--- src/rtl/padder_arbiter.sv ---
// padder_arbiter: round-robin front end that shares one pipelined adder
// among NUM_REQ requesters, with a tag pipeline routing each result home.
//
// Ports
//   Clock, Reset_n        rising-edge clock, synchronous active-low reset
//   Req_valid/Req_ready   per-requester handshake; Req_ready is a one-hot grant
//   Req_A/Req_B/Req_CI    packed per-requester operands (requester i at [i*WIDTH +: WIDTH])
//   Hold                  blocks new issues; in-flight operations still retire
//   Add_A/Add_B/Add_CI    operands to the shared adder (zero when nothing issues)
//   Add_S/Add_CO          adder result, LATENCY cycles after the operands
//   Rsp_valid             one-hot owner of the result presented this cycle
//   Rsp_S/Rsp_CO          adder result passthrough
//   In_flight             number of operations currently inside the adder
//   Issue_count           saturating count of issued operations
module padder_arbiter #(
    parameter int unsigned NUM_REQ = 4,
    parameter int unsigned WIDTH   = 32,
    parameter int unsigned LATENCY = 4
) (
    input  logic                           Clock,
    input  logic                           Reset_n,
    input  logic [NUM_REQ-1:0]             Req_valid,
    output logic [NUM_REQ-1:0]             Req_ready,
    input  logic [NUM_REQ*WIDTH-1:0]       Req_A,
    input  logic [NUM_REQ*WIDTH-1:0]       Req_B,
    input  logic [NUM_REQ-1:0]             Req_CI,
    input  logic                           Hold,
    output logic [WIDTH-1:0]               Add_A,
    output logic [WIDTH-1:0]               Add_B,
    output logic                           Add_CI,
    input  logic [WIDTH-1:0]               Add_S,
    input  logic                           Add_CO,
    output logic [NUM_REQ-1:0]             Rsp_valid,
    output logic [WIDTH-1:0]               Rsp_S,
    output logic                           Rsp_CO,
    output logic [$clog2(LATENCY+1)-1:0]   In_flight,
    output logic [15:0]                    Issue_count
);

    localparam int unsigned ID_W  = (NUM_REQ > 1) ? $clog2(NUM_REQ) : 1;
    localparam int unsigned CNT_W = $clog2(LATENCY + 1);

    logic [ID_W-1:0]    ptr_q, ptr_d;
    logic [LATENCY-1:0] tag_vld_q, tag_vld_d;
    logic [ID_W-1:0]    tag_id_q [LATENCY];
    logic [ID_W-1:0]    tag_id_d [LATENCY];
    logic [CNT_W-1:0]   in_flight_q, in_flight_d;
    logic [15:0]        issue_cnt_q, issue_cnt_d;

    logic [NUM_REQ-1:0] gnt_c;
    logic [ID_W-1:0]    gnt_id_c;
    logic               issue_c;
    logic               retire_c;
    logic [31:0]        idx_c;

    // Round-robin grant: first valid requester strictly after the pointer, wrapping.
    always_comb begin : grant
        gnt_c    = '0;
        gnt_id_c = '0;
        issue_c  = 1'b0;
        idx_c    = '0;
        if (Reset_n && !Hold) begin
            for (int unsigned k = 1; k <= NUM_REQ; k++) begin
                idx_c = 32'(ptr_q) + k;
                if (idx_c >= NUM_REQ) begin
                    idx_c = idx_c - NUM_REQ;
                end
                if (!issue_c && Req_valid[ID_W'(idx_c)]) begin
                    issue_c                = 1'b1;
                    gnt_id_c               = ID_W'(idx_c);
                    gnt_c[ID_W'(idx_c)]    = 1'b1;
                end
            end
        end
    end

    assign Req_ready = gnt_c;

    // Operand mux onto the shared adder; idle cycles drive zeros.
    always_comb begin : operand_mux
        Add_A  = '0;
        Add_B  = '0;
        Add_CI = 1'b0;
        for (int i = 0; i < int'(NUM_REQ); i++) begin
            if (gnt_c[i]) begin
                Add_A  = Req_A[i*WIDTH +: WIDTH];
                Add_B  = Req_B[i*WIDTH +: WIDTH];
                Add_CI = Req_CI[i];
            end
        end
    end

    assign retire_c = tag_vld_q[LATENCY-1];

    // Result routing: the adder has no reset, so only a valid tag exposes its output.
    always_comb begin : response
        Rsp_valid = '0;
        if (Reset_n && retire_c) begin
            Rsp_valid[tag_id_q[LATENCY-1]] = 1'b1;
        end
    end

    assign Rsp_S       = Add_S;
    assign Rsp_CO      = Add_CO;
    assign In_flight   = in_flight_q;
    assign Issue_count = issue_cnt_q;

    // Next-state: tag shift, pointer, occupancy and saturating issue counter.
    always_comb begin : next_state
        tag_vld_d    = '0;
        tag_vld_d[0] = issue_c;
        for (int k = 0; k < int'(LATENCY); k++) begin
            tag_id_d[k] = '0;
        end
        tag_id_d[0] = gnt_id_c;
        for (int k = 1; k < int'(LATENCY); k++) begin
            tag_vld_d[k] = tag_vld_q[k-1];
            tag_id_d[k]  = tag_id_q[k-1];
        end

        ptr_d = issue_c ? gnt_id_c : ptr_q;

        in_flight_d = in_flight_q;
        if (issue_c && !retire_c) begin
            in_flight_d = in_flight_q + CNT_W'(1);
        end else if (!issue_c && retire_c) begin
            in_flight_d = in_flight_q - CNT_W'(1);
        end

        issue_cnt_d = issue_cnt_q;
        if (issue_c && (issue_cnt_q != 16'hFFFF)) begin
            issue_cnt_d = issue_cnt_q + 16'd1;
        end
    end

    // State registers; reset drops every in-flight tag.
    always_ff @(posedge Clock) begin : regs
        if (!Reset_n) begin
            ptr_q       <= ID_W'(NUM_REQ - 1);
            tag_vld_q   <= '0;
            in_flight_q <= '0;
            issue_cnt_q <= '0;
            for (int k = 0; k < int'(LATENCY); k++) begin
                tag_id_q[k] <= '0;
            end
        end else begin
            ptr_q       <= ptr_d;
            tag_vld_q   <= tag_vld_d;
            in_flight_q <= in_flight_d;
            issue_cnt_q <= issue_cnt_d;
            for (int k = 0; k < int'(LATENCY); k++) begin
                tag_id_q[k] <= tag_id_d[k];
            end
        end
    end

endmodule
--- config.mk ---
export PLATFORM = sky130hd
export DESIGN_NAME = padder_arbiter
export DESIGN_NICKNAME = d
export VERILOG_FILES = /design/src/rtl/padder_arbiter.sv
export SDC_FILE = /design/constraint.sdc
export NUM_CORES = 1
export LEC_CHECK = 0
export ABC_CLOCK_PERIOD_IN_PS = 4300
export BUFFER_PORTS_ARGS = -buffer_cell sky130_fd_sc_hd__buf_2
export CAP_MARGIN = 20
export CORE_AREA = 2 2 166 168
export CTS_BUF_LIST = sky130_fd_sc_hd__clkbuf_16
export CTS_CLUSTER_DIAMETER = 200
export CTS_CLUSTER_SIZE = 20
export DETAILED_ROUTE_END_ITERATION = 10
export DIE_AREA = 0 0 168 170
export HOLD_SLACK_MARGIN = 0.05
export PLACE_DENSITY_LB_ADDON = 0.15
export SETUP_SLACK_MARGIN = 0.2
export SYNTH_ARGS = -nofsm -noshare
export SYNTH_HDL_FRONTEND = slang
export SYNTH_SLANG_ARGS = --single-unit
--- constraint.sdc ---
create_clock -name Clock -period 4.3 [get_ports Clock]
set_input_delay 0 -clock Clock [delete_from_list [all_inputs] [get_ports Clock]]
set_output_delay 0 -clock Clock [all_outputs]
set_load 0.02 [all_outputs]
# ---- Yosys cells after proc, flatten, opt, wreduce, memory -nomap -nowiden
# Memories as Yosys holds them, arrays and structs flattened.
# Index checks and enable logic that the tools add are counted.
dict set report op_classes {
  add_sub_neg 11
  eq_ne 1
  order_cmp 14
  bitwise 7
  n_mux 68
  reduce_logical 20
}
# op n
set ops {}
lappend ops {{$mux 32} 8}
lappend ops {{$mux 4} 9}
lappend ops {{$mux 2} 17}
lappend ops {{$mux 1} 23}
lappend ops {{$add 16x1->16 const B} 1}
lappend ops {{$ne 16x16->1 const B} 1}
lappend ops {{$lt 2x3->1 const B} 5}
lappend ops {{$logic_and 1x1->1} 13}
lappend ops {{$or 4x4->4} 3}
lappend ops {{$demux 1 s2} 5}
lappend ops {{$ge 2x1->1 const B} 5}
lappend ops {{$ge 3x3->1 const B} 3}
lappend ops {{$bmux 1 s2} 4}
lappend ops {{$sub 2x1->2 const B} 4}
lappend ops {{$add 2x2->3 const B} 2}
lappend ops {{$logic_not 1->1} 6}
lappend ops {{$mux 3} 2}
lappend ops {{$add 2x3->4 const B} 1}
lappend ops {{$ge 4x3->1 const B} 1}
lappend ops {{$or 1x1->1} 4}
lappend ops {{$add 2x1->3 const B} 1}
lappend ops {{$add 3x1->3 const B} 1}
lappend ops {{$sub 3x1->3 const B} 1}
lappend ops {{$reduce_bool 2->1} 1}
dict set report word_totals {
  ff_bits 25
  memories 1
  ram_bits 8
}
# name words word_bits rd rd_clocked_by_memory_dff write_ports line
set mem_list {}
lappend mem_list {tag_id_q 4 2 4 0 4 45} ;# logic [ID_W-1:0] tag_id_q [LATENCY];

# ---- Depth between registers and ports, before layout
# Gate-level depths: netlist (run 1).
dict set report logic_depth {
  depth_word 24
  ltp_mapped 14
  ltp_nobuf 10
}

# ---- Least setup slack after synthesis (run 1)
# No wires, ideal clock.
dict set report synth_timing {
  kind {register to output}
  start {register ptr_q[0]}
  end {output port Add_B[10]}
  t_arrival_ns 3.401
  stages_incl_launch_ff 14
  t_required_ns 4.300
  path_slack_ns 0.899
  cell_sequence {dfxtp_1 buf_6 clkbuf_1 inv_1 ha_1 buf_2 mux4_2 nor3b_1 o22ai_4 and2_4 buf_2 clkbuf_1 o21ai_0 a22oi_1}
}
dict set report synth_between {
  elab_chain_cells 24
  elab_cells_between_ends 75
  cone_classes {add/sub (8); order compare (12); mux (42); bitwise (3); reduce/logical (10)}
}
# item line
set synth_lines {}
lappend synth_lines {{start, declared} 43} ;# logic [ID_W-1:0] ptr_q, ptr_d;
lappend synth_lines {{start signal, assigned} 139} ;# ptr_q <= ID_W'(NUM_REQ - 1);
lappend synth_lines {{start signal, assigned} 147} ;# ptr_q <= ptr_d;
lappend synth_lines {{branches (longest 18 deep; another with $add 2x1->3)} -}
lappend synth_lines {{$mux 4 (*)} 68} ;# if (!issue_c && Req_valid[ID_W'(idx_c)]) begin
lappend synth_lines {{$mux 4 (*)} 62} ;# if (Reset_n && !Hold) begin
lappend synth_lines {{$mux 32 (3 in a row)} 85} ;# if (gnt_c[i]) begin
lappend synth_lines {{$mux 32 (*)} 85}
lappend synth_lines {{end, declared} 29} ;# output logic [WIDTH-1:0] Add_B,
# Mark *: on every way between the ends. The select of a mux whose other input is x is not followed.

# ---- Final worst setup path (run 1)
dict set report layout_timing {
  start {register ptr_q[1]}
  end {output port Add_B[31]}
}
# Same word-level chain as after synthesis.

==> results of run 1 <==
[metrics by stage]
| step | utilization, % | instances | hold slack, ns |
|---|---|---|---|
| 2_1_floorplan | - | 699 | 0.113 |
| 3_3_place_gp | 27.0 | 1306 | 0.000137 |
| 3_5_place_dp | 27.0 | 1306 | 0.000137 |
| 4_1_cts | 28.8 | 1348 | 0.0528 |
| 5_1_grt | 28.9 | 1351 | 0.0938 |
| 6_report | 28.9 | 1351 | 0.0566 |
[routing by layer]
metal | routed length, um | track usage, %
met5 | 0 | 0
met2 | 13500 | 30.9
met1 | 12100 | 22.8
met3 | 1610 | 3.05
met4 | 276 | 2.68
[layout make-up]
type | count | area, um2
antenna | 2 | 5.00
timing repair buffer | 417 | 2390
tap | 341 | 427
fill | 2965 | 18900
sequential | 33 | 661
clock buffer | 5 | 125
clock inverter | 3 | 17.5
inverter | 68 | 263
multi-input combinational | 482 | 3820
[power by group through the flow]
| stage | Combinational [mW] | Sequential (mW) | Clock, mW |
|---|---|---|---|
| 3_5_place_dp | 1.89 | 0.338 | 0 |
| 5_1_grt | 2.11 | 0.333 | 0.368 |
| 2_1_floorplan | 1.27 | 0.342 | 0 |
| 3_3_place_gp | 1.90 | 0.338 | 0 |
| 4_1_cts | 1.94 | 0.331 | 0.351 |
| 6_report | 1.94 | 0.331 | 0.339 |
[worst register-to-register path, stage by stage (launching register included)]
cell	delay, ns
dfxtp_1	0.52
inv_1	0.23
ha_2	0.46
mux4_2	0.58
a21oi_1	0.17
a22oi_1	0.08
o21ai_0	0.24
a211oi_1	0.11
or2_2	0.32
[worst min-delay path by stage]
stage / end / slack [ns] / from
final: ptr_q[0] / 0.06 / Hold
after global routing: ptr_q[0] / 0.09 / Hold
after CTS: ptr_q[0] / 0.05 / Hold
after detailed placement: Rsp_S[1] / 0.0001 / Add_S[1]
after global placement: Rsp_S[1] / 0.0001 / Add_S[1]
after floorplan: Rsp_CO / 0.11 / Add_CO
[placed cells by master, fill, tap and decap left out, types with 7 or more instances in the layout]
master         count
buf_2            358
o21ai_0           69
inv_1             66
nand3_1           65
a22oi_1           55
o2111ai_1         54
a221oi_2          49
dlygate4sd3_1     34
dfxtp_1           33
nor2_1            27
buf_4             18
a21oi_1           15
and4_1            14
and3_1            13
o32a_1            12
and2_1            10
xor2_1             9
ha_1               9
xnor2_1            8
nand2_1            7
[kinds of logic after synthesis]
group | after synthesis | share of synthesized area [%]
compound gates | 281 | 45.2
xor+xnor | 17 | 2.78
fa+ha+maj | 11 | 2.71
buf+inv | 185 | 17.7
flops | 33 | 12.3
mux | 8 | 2.20
simple gates | 164 | 17.1
[what timing repair did]
item	in CTS	in global routing
endpoints found under the setup margin	0	48
gates resized for setup	0	5
hold buffers	34	0
hold endpoints to repair	34	0
[sequential cells by signal, indices dropped and copies added, names as in the netlist]
name / flops
In_flight: 3
Issue_count: 16
ptr_q: 2
tag_id_q: 8
tag_vld_q: 4
[cell usage after synthesis (all sizes together), types with 2 or more instances]
cell type,count
or3,2
nor3b,3
xnor2,8
nor2b,2
nand3,65
nor2,27
o32a,12
ha,10
mux2i,5
xor2,9
and4,14
and3,13
or3b,3
nor3,3
mux4,3
a211oi,2
o22ai,3
a22oi,55
o2111ai,54
dfxtp,33
buf,76
and2,12
a2111oi,2
a221oi,54
o21ai,73
nand4,4
a21oi,17
inv,67
nand2,7
nand3b,2
nand2b,5
a21o,3
clkbuf,41
o21a,2
==> results.env, run 1 <==
OUTCOME='complete, no violations'
TIMING.CRITICAL_PATH.FROM_TYPE='flip-flop'
POST_CTS_BUFFERS=0
WORST_EP_REQUIRED_TIME_NS=4.30
OVERALL_VIA_COUNT_FROM_DETAIL_ROUTE=6825
INTERNAL_POWER_mW=1.25
POST-SYNTH-TOP-AREA-CELL='a221oi_2'
FF_TO_FF_END='ptr_q[1]'
CTS_MADE_BUFFERS=5
GP_CONGESTION=0.833
PLACED_AREA_UM2=7190
SYN_AREA_PER_CELL_UM2=7.66
HTREEDEPTH=2
TIGHTEST_SLEW_NS=1.10
SETUP_REPAIR_AFTER_GLOBAL_ROUTING_MISSED_ITS_MARGIN='no'
SETUP_VIOL_COUNT_FINAL=0
CTS_NUM_SINKS=33
POSTSYNTHCELLCOUNT=699
FINAL_LAYOUT_SIZE_SUFFIX_GT1_SHARE_PCT=45.6
VIA_COUNT_OF_THE_FIRST_GLOBAL_ROUTING_PASS=6777
PERIOD_NEEDED_NS=3.82
DRT_FIRST_ITER_VIOLATIONS=296
GLOBAL_ROUTE_WIRE_LENGTH_BEFORE_REPAIR_UM=39700
ANTENNA_NETS_POST_ROUTE=0
SLOWEST_DELAY_NS=0.58
DPL_WORST_SLACK_NS=0.631
P_LEAK_nW=3.58
FIN_NETS=1318
CLK_PIN_SLEW_WORST_PATHS_NS=0.05
HOLD_PATH.CLASS='in2reg'
IRDROPWORSTVDD_mV=0.201
SLEW_HEADROOM_PCT=26.0
POWER_FRAC_COMB_PCT=74.3
GR-USAGE-ALL-LAYERS_PCT=17.5
AVERAGE_VIA_COUNT_PER_STANDARD_CELL=5.05
SYN_TO_FINAL_GROWTH_PCT=43.9
TIMING.CRITICAL_PATH.FROM='ptr_q[1]'
MIN_PERIOD_OVER_PERIOD_PCT=88.8
DRC=0
INSERTION_DELAY_NS=0.27
WL_UM=27400
SYNTH.YOSYS.SEQ_AREA_SHARE_PCT=12.3
PATH_BUF_INV=4
FLOPS_LATCHES_SYNTH=33
SEQUENTIALPOWERSHARE_PCT=12.7
TIMING_MAX_TRANSITION_VIOLATIONS_FINAL=0
ANTENNA_FOUND_INITIAL=4
SETUP_SLACK_NS=0.480
NETLIST_TOP_CELLS_AREA='a221oi_2, dfxtp_1, o2111ai_1'
CTS_ROOT_BUFFER='clkbuf_16'
DIE_WIDTH_UM=168
WORST_PATH_MAX_DELAY_CELL='mux4_2'
ROUTED_WIRE_LENGTH_PER_INSTANCE_UM=20.3
IO_BUFFERS=358
WORST-PATH-STAGES=12
REG2REGPATHDEPTH=8
DP_HPWL_UM=20700
SYNTH_FLOP_CELL='dfxtp_1'
POWER.SHARE.CLOCK_PCT=13.0
CP-END-KIND='output pin'
CTS_TREE='done'
IO_PINS=425
POWER_PER_CELL_AREA_nW_PER_UM2=339
SYNTH_ENABLE_FLOP_CELLS=0
GRT_MAX_DEGREE=66
ROWS=60
CRITICAL_PATH.MAX_FANOUT=37
MAX_CAP_VIOLS=0
SETUP.WORST_PATH.CLASS='reg2out'
DIE_AREA_UM2=28600
ASYNC_RESET_FF_SHARE_PCT=0
CRIT_ARRIVAL_NS=3.82
SETUP.WORST_PATH.END='Add_B[31]'
CTS_MAX_PATH_BUFFERS=2
CRITPATHTOPFAMILY='buffers and inverters'
START_UTIL_PCT=20.1
SYNTHDOMINANTCELLAREASHARE_PCT=13.7
FMAX_MHz=262
SWITCHINGPOWER_mW=1.36
FINAL.SETUP_SKEW_NS=0.00194
CORE-AREA_UM2=26700
POWER_mW=2.61
POST_SYNTH_INSTANCE_AREA_UM2=5360
SYNTH.DISTINCT_CELLS=52
POSTSYNTHNETCOUNT=1010
SYNTH_WARNINGS=0
CRITICAL_PATH.CELL_CHAIN='inv_1, ha_2, mux4_2, nor3b_1, o22ai_4, and2_4, nand2b_4, inv_8, buf_12, a221oi_1, a22oi_1, buf_2'
REGTOREGSETUPSLACK_NS=1.48
DIE_Y_UM=170
POWER_SWITCHING_SHARE_PCT=52.0
WORST_R2R_STARTPOINT='ptr_q[1]'
GRT.OVERFLOW.TOTAL=0
TIMING.SETUP.TNS_NS=0
DESIGN_AREA_UM2=7700
FINAL_HOLD_VIOLATION_COUNT=0
HOLD_DEPTH=3
DETAILED_ROUTING_ITERATIONS_PASS_1=4
(Power assumes the default switching activity.)
==> run 2: changes to the inputs <==
--- a/config.mk
+++ b/config.mk
@@ -15,7 +15,7 @@
 export DETAILED_ROUTE_END_ITERATION = 10
 export DIE_AREA = 0 0 168 170
 export HOLD_SLACK_MARGIN = 0.05
-export PLACE_DENSITY_LB_ADDON = 0.15
+export PLACE_DENSITY = 0.52
 export SETUP_SLACK_MARGIN = 0.2
 export SYNTH_ARGS = -nofsm -noshare
 export SYNTH_HDL_FRONTEND = slang
==> results.env, run 2 (same netlist as run 1, synthesis figures left out) <==
TIMING.CRITICAL_PATH.FROM_TYPE='flip-flop'
FLIP_FLOP_COUNT_OF_THE_LARGEST_REGISTER_AFTER_LAYOUT=16  # unchanged
DPL.CELL_COUNT=1304  # -0.15%
VIA_COUNT_OF_THE_FIRST_GLOBAL_ROUTING_PASS=6917  # +2.1%
GP_CONGESTION=0.880  # +5.6%
SETUP.WORST_PATH.CLASS='reg2out'
GRT.MET3_USAGE_PCT=2.19  # -0.86 points
CRITICAL_PATH.MAX_FANOUT=49  # +32%
SYN_TO_FINAL_GROWTH_PCT=43.4
FMAX_MHz=262  # about the same
PATH_BUF_INV=4  # unchanged
DETAILED_ROUTING_ITERATIONS_PASS_1=4  # unchanged
WORST_R2R_STARTPOINT='ptr_q[1]'
FINALHOLDWORSTSLACK_NS=0.0684  # +0.0118 ns
ANTENNA_FOUND_INITIAL=7  # +3
IO_BUFFERS=358  # unchanged
DIE_Y_UM=170  # unchanged
PLACED_AREA_UM2=7140  # -0.73%
TIGHTEST_SLEW_NS=0.844  # -0.251 ns
HOLD_START='Reset_n'
WORST-PATH-STAGES=12  # unchanged
MIN_PERIOD_OVER_PERIOD_PCT=88.8  # about the same
FINAL_LAYOUT_SIZE_SUFFIX_GT1_SHARE_PCT=45.5  # -0.16 points
P_LEAK_nW=3.57  # -0.11%
ANTENNA_NETS_POST_ROUTE=0  # unchanged
TIMING.CRITICAL_PATH.FROM='ptr_q[1]'
GROUTE.LAYER.MET1.USAGE_PCT=21.0  # -1.8 points
FILL_CELLS=2938  # -0.91%
DIE_AREA_UM2=28600  # unchanged
CTS_TREE='done'
FIN_NETS=1315  # -0.23%
LAYOUT.CORE_UTILIZATION_PCT=28.8  # -0.099 points
WORST_EP_REQUIRED_TIME_NS=4.30  # about the same
REGTOREGSETUPSLACK_NS=1.56  # +0.08 ns
PERIOD_NEEDED_NS=3.82  # -0.000796 ns
CLK_PIN_SLEW_WORST_PATHS_NS=0.05  # about the same
DIE_WIDTH_UM=168  # unchanged
GRT.OVERFLOW.TOTAL=0  # unchanged
GR_BUSIEST_METAL='met2'
SETUP.WORST_PATH.END='Add_A[23]'
CTS_MAX_PATH_BUFFERS=2  # unchanged
SETUP_VIOL_COUNT_FINAL=0  # unchanged
HTREEDEPTH=2  # unchanged
POWER_PER_CELL_AREA_nW_PER_UM2=346  # +2.0%
DRC=0  # unchanged
AVERAGE_VIA_COUNT_PER_STANDARD_CELL=5.20  # +2.9%
SLOWEST_DELAY_NS=0.57  # about the same
CORE-AREA_UM2=26700  # unchanged
GLOBAL_ROUTE_WIRE_LENGTH_BEFORE_REPAIR_UM=39300  # -0.97%
IO_PINS=425  # unchanged
HOLD_PATH.CLASS='in2reg'
MAX_CAP_VIOLS=0  # unchanged
WL_UM=26900  # -2.0%
FINAL_CELL_MIX='buf_2, o21ai_0, inv_1'
CRIT_ARRIVAL_NS=3.82  # about the same
LAYOUT.CELLS.MOST_COMMON='buf_2'
SLEW_HEADROOM_PCT=43.7  # +18 points
IRDROPWORSTVDD_mV=0.149  # -26%
FINAL.SETUP_SKEW_NS=0.00294  # +0.00100 ns
CP-END-KIND='output pin'
FF_TO_FF_END='ptr_q[1]'
DRT_FIRST_ITER_VIOLATIONS=411  # +39%
TIMING_MAX_TRANSITION_VIOLATIONS_FINAL=0  # unchanged
CRITICAL_PATH.CELL_CHAIN='inv_1, ha_2, mux4_2, nor3b_1, o22ai_4, and2_4, nand2b_4, clkinv_8, buf_4, a221oi_2, a22oi_1, buf_2'
SETUP_REPAIR_AFTER_GLOBAL_ROUTING_MISSED_ITS_MARGIN='no'
DP_HPWL_UM=19900  # -3.8%
CRITPATHTOPFAMILY='buffers and inverters'
FINAL_HOLD_VIOLATION_COUNT=0  # unchanged
TIMING.SETUP.TNS_NS=0  # unchanged
GR-USAGE-ALL-LAYERS_PCT=17.4  # -0.11 points
ROUTED_WIRE_LENGTH_PER_INSTANCE_UM=19.9  # -2.0%
CTS_NUM_SINKS=33  # unchanged
GRTUSAGEMET2_PCT=31.4  # +0.56 points
REG2REGPATHDEPTH=8  # unchanged
FINALNONFILLERCELLS=1352  # +0.074%
OVERALL_VIA_COUNT_FROM_DETAIL_ROUTE=7031  # +3.0%
OUTCOME='complete, no violations'
CTS_ROOT_BUFFER='clkbuf_16'
START_UTIL_PCT=20.1  # unchanged
ROWS=60  # unchanged
WORST_PATH_MAX_DELAY_CELL='mux4_2'
CTS_MADE_BUFFERS=5  # unchanged
INSERTION_DELAY_NS=0.27  # about the same
GRT_MAX_DEGREE=67  # +1.5%
DESIGN_AREA_UM2=7680  # -0.34%
## run 2: cell count changes in the layout (fill, tap and decap cells not counted), sizes merged
cell / previous run / this run
diode: 2 / 6
buf: 383 / 381
bufinv: 0 / 1
clkbuf: 5 / 6
clkinvlp: 1 / 0
dlygate4sd3: 34 / 33
o21a: 3 / 2
## run 2: layout make-up
class	count	area (um2)	area share [%]
clock inverters	3	37.5	0.489
well taps	341	427	5.56
clock buffers	5	125	1.63
inverters	68	268	3.49
repair buffers	415	2340	30.4
diodes	6	15.0	0.196
multi-input cells	481	3810	49.6
flip-flops and latches	33	662	8.62
## run 2: how the worst min path moves through the flow
stage | endpoint | slack [ns] | cells past startpoint
after floorplan | Rsp_CO | 0.11 | 1
after global placement | Rsp_S[11] | 0.0001 | 0
after detailed placement | Rsp_S[11] | 0.0001 | 0
after CTS | ptr_q[0] | 0.08 | 2
after global routing | ptr_q[0] | 0.11 | 2
final | ptr_q[0] | 0.07 | 2
## run 2: metal layers
| layer | routed length (um) | share of wire (%) |
|---|---|---|
| met1 | 10700 | 40 |
| met2 | 13900 | 52 |
| met3 | 1460 | 5.4 |
| met4 | 776 | 2.9 |
| met5 | 0 | 0 |
## run 2: power by group
part / switching [mW] / internal, mW
logic: 1.23 / 0.702
registers: 0.0112 / 0.320
clock network: 0.124 / 0.269
## run 2: through the flow
step / setup WS (ns) / power (mW)
6_report: 0.481 / 2.66
2_1_floorplan: 0.899 / 1.61
4_1_cts: 0.215 / 2.67
3_3_place_gp: 0.568 / 2.21
5_1_grt: 0.261 / 2.84
3_5_place_dp: 0.529 / 2.22
## run 2: what timing repair did
item,in CTS,in global routing
hold endpoints to repair,33,0
endpoints found under the setup margin,0,25
gates resized for setup,0,5
hold buffers,33,0
setup buffers,0,0
==> run 3: changes to the inputs <==
--- a/config.mk
+++ b/config.mk
@@ -5,17 +5,18 @@
 export SDC_FILE = /design/constraint.sdc
 export NUM_CORES = 1
 export LEC_CHECK = 0
+export ABC_AREA = 1
 export ABC_CLOCK_PERIOD_IN_PS = 4300
 export BUFFER_PORTS_ARGS = -buffer_cell sky130_fd_sc_hd__buf_2
 export CAP_MARGIN = 20
-export CORE_AREA = 2 2 166 168
+export CORE_AREA = 2 2 167 169
 export CTS_BUF_LIST = sky130_fd_sc_hd__clkbuf_16
 export CTS_CLUSTER_DIAMETER = 200
 export CTS_CLUSTER_SIZE = 20
 export DETAILED_ROUTE_END_ITERATION = 10
-export DIE_AREA = 0 0 168 170
+export DIE_AREA = 0 0 169 171
 export HOLD_SLACK_MARGIN = 0.05
-export PLACE_DENSITY = 0.52
+export PLACE_DENSITY = 0.51
 export SETUP_SLACK_MARGIN = 0.2
 export SYNTH_ARGS = -nofsm -noshare
 export SYNTH_HDL_FRONTEND = slang
==> results.env, run 3 <==
POSTSYNTHCELLCOUNT=1042  # +49%
MOST_FREQUENT_CELL_AFTER_SYNTHESIS='nand2_1'
TIMING_MAX_TRANSITION_VIOLATIONS_FINAL=0  # unchanged
WORST_PATH_MAX_DELAY_CELL='dfxtp_1'
OVERALL_VIA_COUNT_FROM_DETAIL_ROUTE=7303  # +3.9%
SYN_AREA_PER_CELL_UM2=5.17  # -33%
MIN_PERIOD_OVER_PERIOD_PCT=85.2  # -3.6 points
HOLD_PATH.CLASS='in2reg'
FLOPS_LATCHES_SYNTH=33  # unchanged
START_UTIL_PCT=19.7  # -0.39 points
GRT.OVERFLOW.TOTAL=0  # unchanged
GRT_MAX_DEGREE=66  # -1.5%
DPL_WORST_SLACK_NS=0.834  # +0.304 ns
DP_HPWL_UM=17900  # -10%
TIMING.CRITICAL_PATH.FROM='ptr_q[0]'
CRITICAL_PATH.CELL_CHAIN='inv_2, ha_1, inv_1, nand3_2, nand2_4, nor2_2, a22oi_1, nand3_2, nand2_4, buf_4, nand2_1, clkinv_1, nand2_1, nand2_1, nand2_1, buf_2'
DIE_Y_UM=171  # +0.59%
CTS_NUM_SINKS=33  # unchanged
MAX_CAP_VIOLS=0  # unchanged
ANTENNA_FOUND_INITIAL=4  # -3
SYNTH_ENABLE_FLOP_CELLS=0  # unchanged
CP-END-KIND='output pin'
P_LEAK_nW=4.59  # +29%
CRIT_ARRIVAL_NS=3.66  # -0.16 ns
DETAILED_ROUTING_ITERATIONS_PASS_1=8  # +4
CRITICAL_PATH.MAX_FANOUT=41  # -16%
TIMING.SETUP.TNS_NS=0  # unchanged
POST-SYNTH-TOP-AREA-CELL='nand2_1'
FMAX_MHz=273  # +4.3%
OUTCOME='complete, no violations'
CTS_MADE_BUFFERS=5  # unchanged
SYNTH_WARNINGS=0  # unchanged
SLOWEST_DELAY_NS=0.55  # -0.02 ns
TIGHTEST_SLEW_NS=0.764  # -0.0804 ns
SETUP.WORST_PATH.CLASS='reg2out'
DIE_AREA_UM2=28900  # +1.2%
SYNTHDOMINANTCELLAREASHARE_PCT=26.8  # +13 points
ROUTED_WIRE_LENGTH_PER_INSTANCE_UM=13.5  # -32%
POST_SYNTH_INSTANCE_AREA_UM2=5380  # +0.54%
FINAL_HOLD_VIOLATION_COUNT=0  # unchanged
IO_PINS=425  # unchanged
WL_UM=23100  # -14%
SYNTH.YOSYS.SEQ_AREA_SHARE_PCT=12.3  # -0.066 points
SYN_TO_FINAL_GROWTH_PCT=40.9
CRITPATHTOPFAMILY='simple AND/OR/NAND/NOR gates'
CLK_PIN_SLEW_WORST_PATHS_NS=0.05  # about the same
POWER_mW=2.19  # -18%
DRT_FIRST_ITER_VIOLATIONS=369  # -10%
FINAL_CELL_MIX='nand2_1, buf_2, inv_1, nand3_1, o21ai_1'
MULTIINPUTGATEAREA_UM2=3380  # -11%
ANTENNA_NETS_POST_ROUTE=0  # unchanged
SETUP_VIOL_COUNT_FINAL=0  # unchanged
HOLD_START='Reset_n'
SYNTH.DISTINCT_CELLS=35  # -33%
PATH_BUF_INV=5  # +1
FINAL_LAYOUT_SIZE_SUFFIX_GT1_SHARE_PCT=30.0  # -15 points
LAYOUT.CELLS.MOST_COMMON='nand2_1'
FINAL.SETUP_SKEW_NS=0.00324  # +0.000293 ns
ASYNC_RESET_FF_SHARE_PCT=0  # unchanged
GP_CONGESTION=0.884  # +0.47%
CORE-AREA_UM2=27300  # +2.5%
GR-USAGE-ALL-LAYERS_PCT=14.6  # -2.8 points
DIE_WIDTH_UM=169  # +0.60%
FINALHOLDWORSTSLACK_NS=0.131  # +0.0627 ns
IRDROPWORSTVDD_mV=0.152  # +1.5%
PERIOD_NEEDED_NS=3.66  # -0.156 ns
POST_CTS_BUFFERS=0  # unchanged
WORST_EP_REQUIRED_TIME_NS=4.30  # about the same
SLEW_HEADROOM_PCT=49.1  # +5.4 points
CTS_MAX_PATH_BUFFERS=2  # unchanged
FIN_NETS=1668  # +27%
SYNTH_FLOP_CELL='dfxtp_1'
SETUP_SLACK_NS=0.637  # +0.156 ns
AVERAGE_VIA_COUNT_PER_STANDARD_CELL=4.28  # -18%
POWER_PER_CELL_AREA_nW_PER_UM2=288  # -17%
GLOBAL_ROUTE_WIRE_LENGTH_BEFORE_REPAIR_UM=33700  # -14%
POSTSYNTHNETCOUNT=1353  # +34%
CTS_ROOT_BUFFER='clkbuf_16'
NETLIST_TOP_CELLS_AREA='nand2_1, nand3_1, dfxtp_1'
FILL_CELLS=3213  # +9.4%
WORST_R2R_STARTPOINT='ptr_q[0]'
FLIP_FLOP_COUNT_OF_THE_LARGEST_REGISTER_AFTER_LAYOUT=16  # unchanged
IO_BUFFERS=358  # unchanged
CRIT_PATH_FREQUENT_CELL='nand2_1'
HTREEDEPTH=2  # unchanged
INSERTION_DELAY_NS=0.28  # about the same
DRC=0  # unchanged
YOSYS-TOP-CELLS-COUNT='nand2_1, nand3_1, inv_1'
TIMING.CRITICAL_PATH.FROM_TYPE='flip-flop'
VIA_COUNT_OF_THE_FIRST_GLOBAL_ROUTING_PASS=6541  # -5.4%
SETUP_REPAIR_AFTER_GLOBAL_ROUTING_MISSED_ITS_MARGIN='no'
FINAL-SEQ-AREA_UM2=661  # -0.19%
ROWS=61  # +1.7%
CTS_TREE='done'
## run 3: power breakdown
group	total, mW	internal, mW	switching, mW	leakage, nW
combinational	1.45	0.483	0.968	4.24
sequential	0.340	0.324	0.0163	0.268
clock	0.395	0.269	0.126	0.0826
total	2.19	1.08	1.11	4.59
## run 3: what timing repair did
action,4_1_cts,5_1_grt
hold endpoints to repair,33,0
hold buffers,33,0
resized for setup,0,2
endpoints found under the setup margin,0,9
## run 3: through the flow
| step | util [%] | std cells | area [um2] |
|---|---|---|---|
| 6_report | 27.8 | 1705 | 7590 |
| 5_1_grt | 27.8 | 1705 | 7590 |
| 4_1_cts | 27.7 | 1704 | 7580 |
| 3_5_place_dp | 25.9 | 1663 | 7090 |
| 3_3_place_gp | 25.9 | 1663 | 7090 |
| 2_1_floorplan | - | 1042 | 5380 |
## run 3: cells by family (layout without fill, tap and decap cells)
family	after synthesis	in the layout	share of synthesized area, %
compound gates	96	96	9.64
simple gates	610	610	48.5
flops	33	33	12.3
xor+xnor	8	8	1.30
other cells	0	1	0
fa+ha+maj	11	11	2.70
buf+inv	284	600	25.6
## run 3: final timing paths
kind	to	slack (ns)	cells past startpoint
setup / recovery	Add_A[4]	0.64	16
setup reg to reg	In_flight[2]	1.22	16
hold reg to reg	tag_id_q[0][2]	0.41	2
hold / removal	ptr_q[0]	0.13	3
## run 3: worst register-to-register path, cell delays in order (launching register included)
cell	delay, ns
dfxtp_1	0.55
inv_2	0.17
ha_1	0.39
inv_1	0.11
nand3_2	0.12
nand2_4	0.12
nor2_4	0.06
nand4_1	0.11
nand2_1	0.14
inv_1	0.15
ha_1	0.16
inv_1	0.06
fa_1	0.37
a21oi_1	0.14
o21ai_0	0.11
o21ai_0	0.15
a21oi_1	0.05
## run 3: layout make-up
cell class,count,area share [%]
Timing Repair Buffer,403,29.5
Antenna cell,1,0.0330
Clock buffer,5,1.65
Sequential cell,33,8.71
Inverter,189,9.42
Multi-Input combinational cell,725,44.5
Clock inverter,3,0.495
Tap cell,346,5.71
## run 3: layer usage
| layer | share of wire [%] | global-route usage [%] | wire length [um] |
|---|---|---|---|
| met5 | 0 | 0 | 0 |
| met1 | 42 | 17.5 | 9650 |
| met4 | 1.9 | 3.83 | 433 |
| met3 | 5.6 | 2.17 | 1300 |
| met2 | 51 | 27.2 | 11700 |
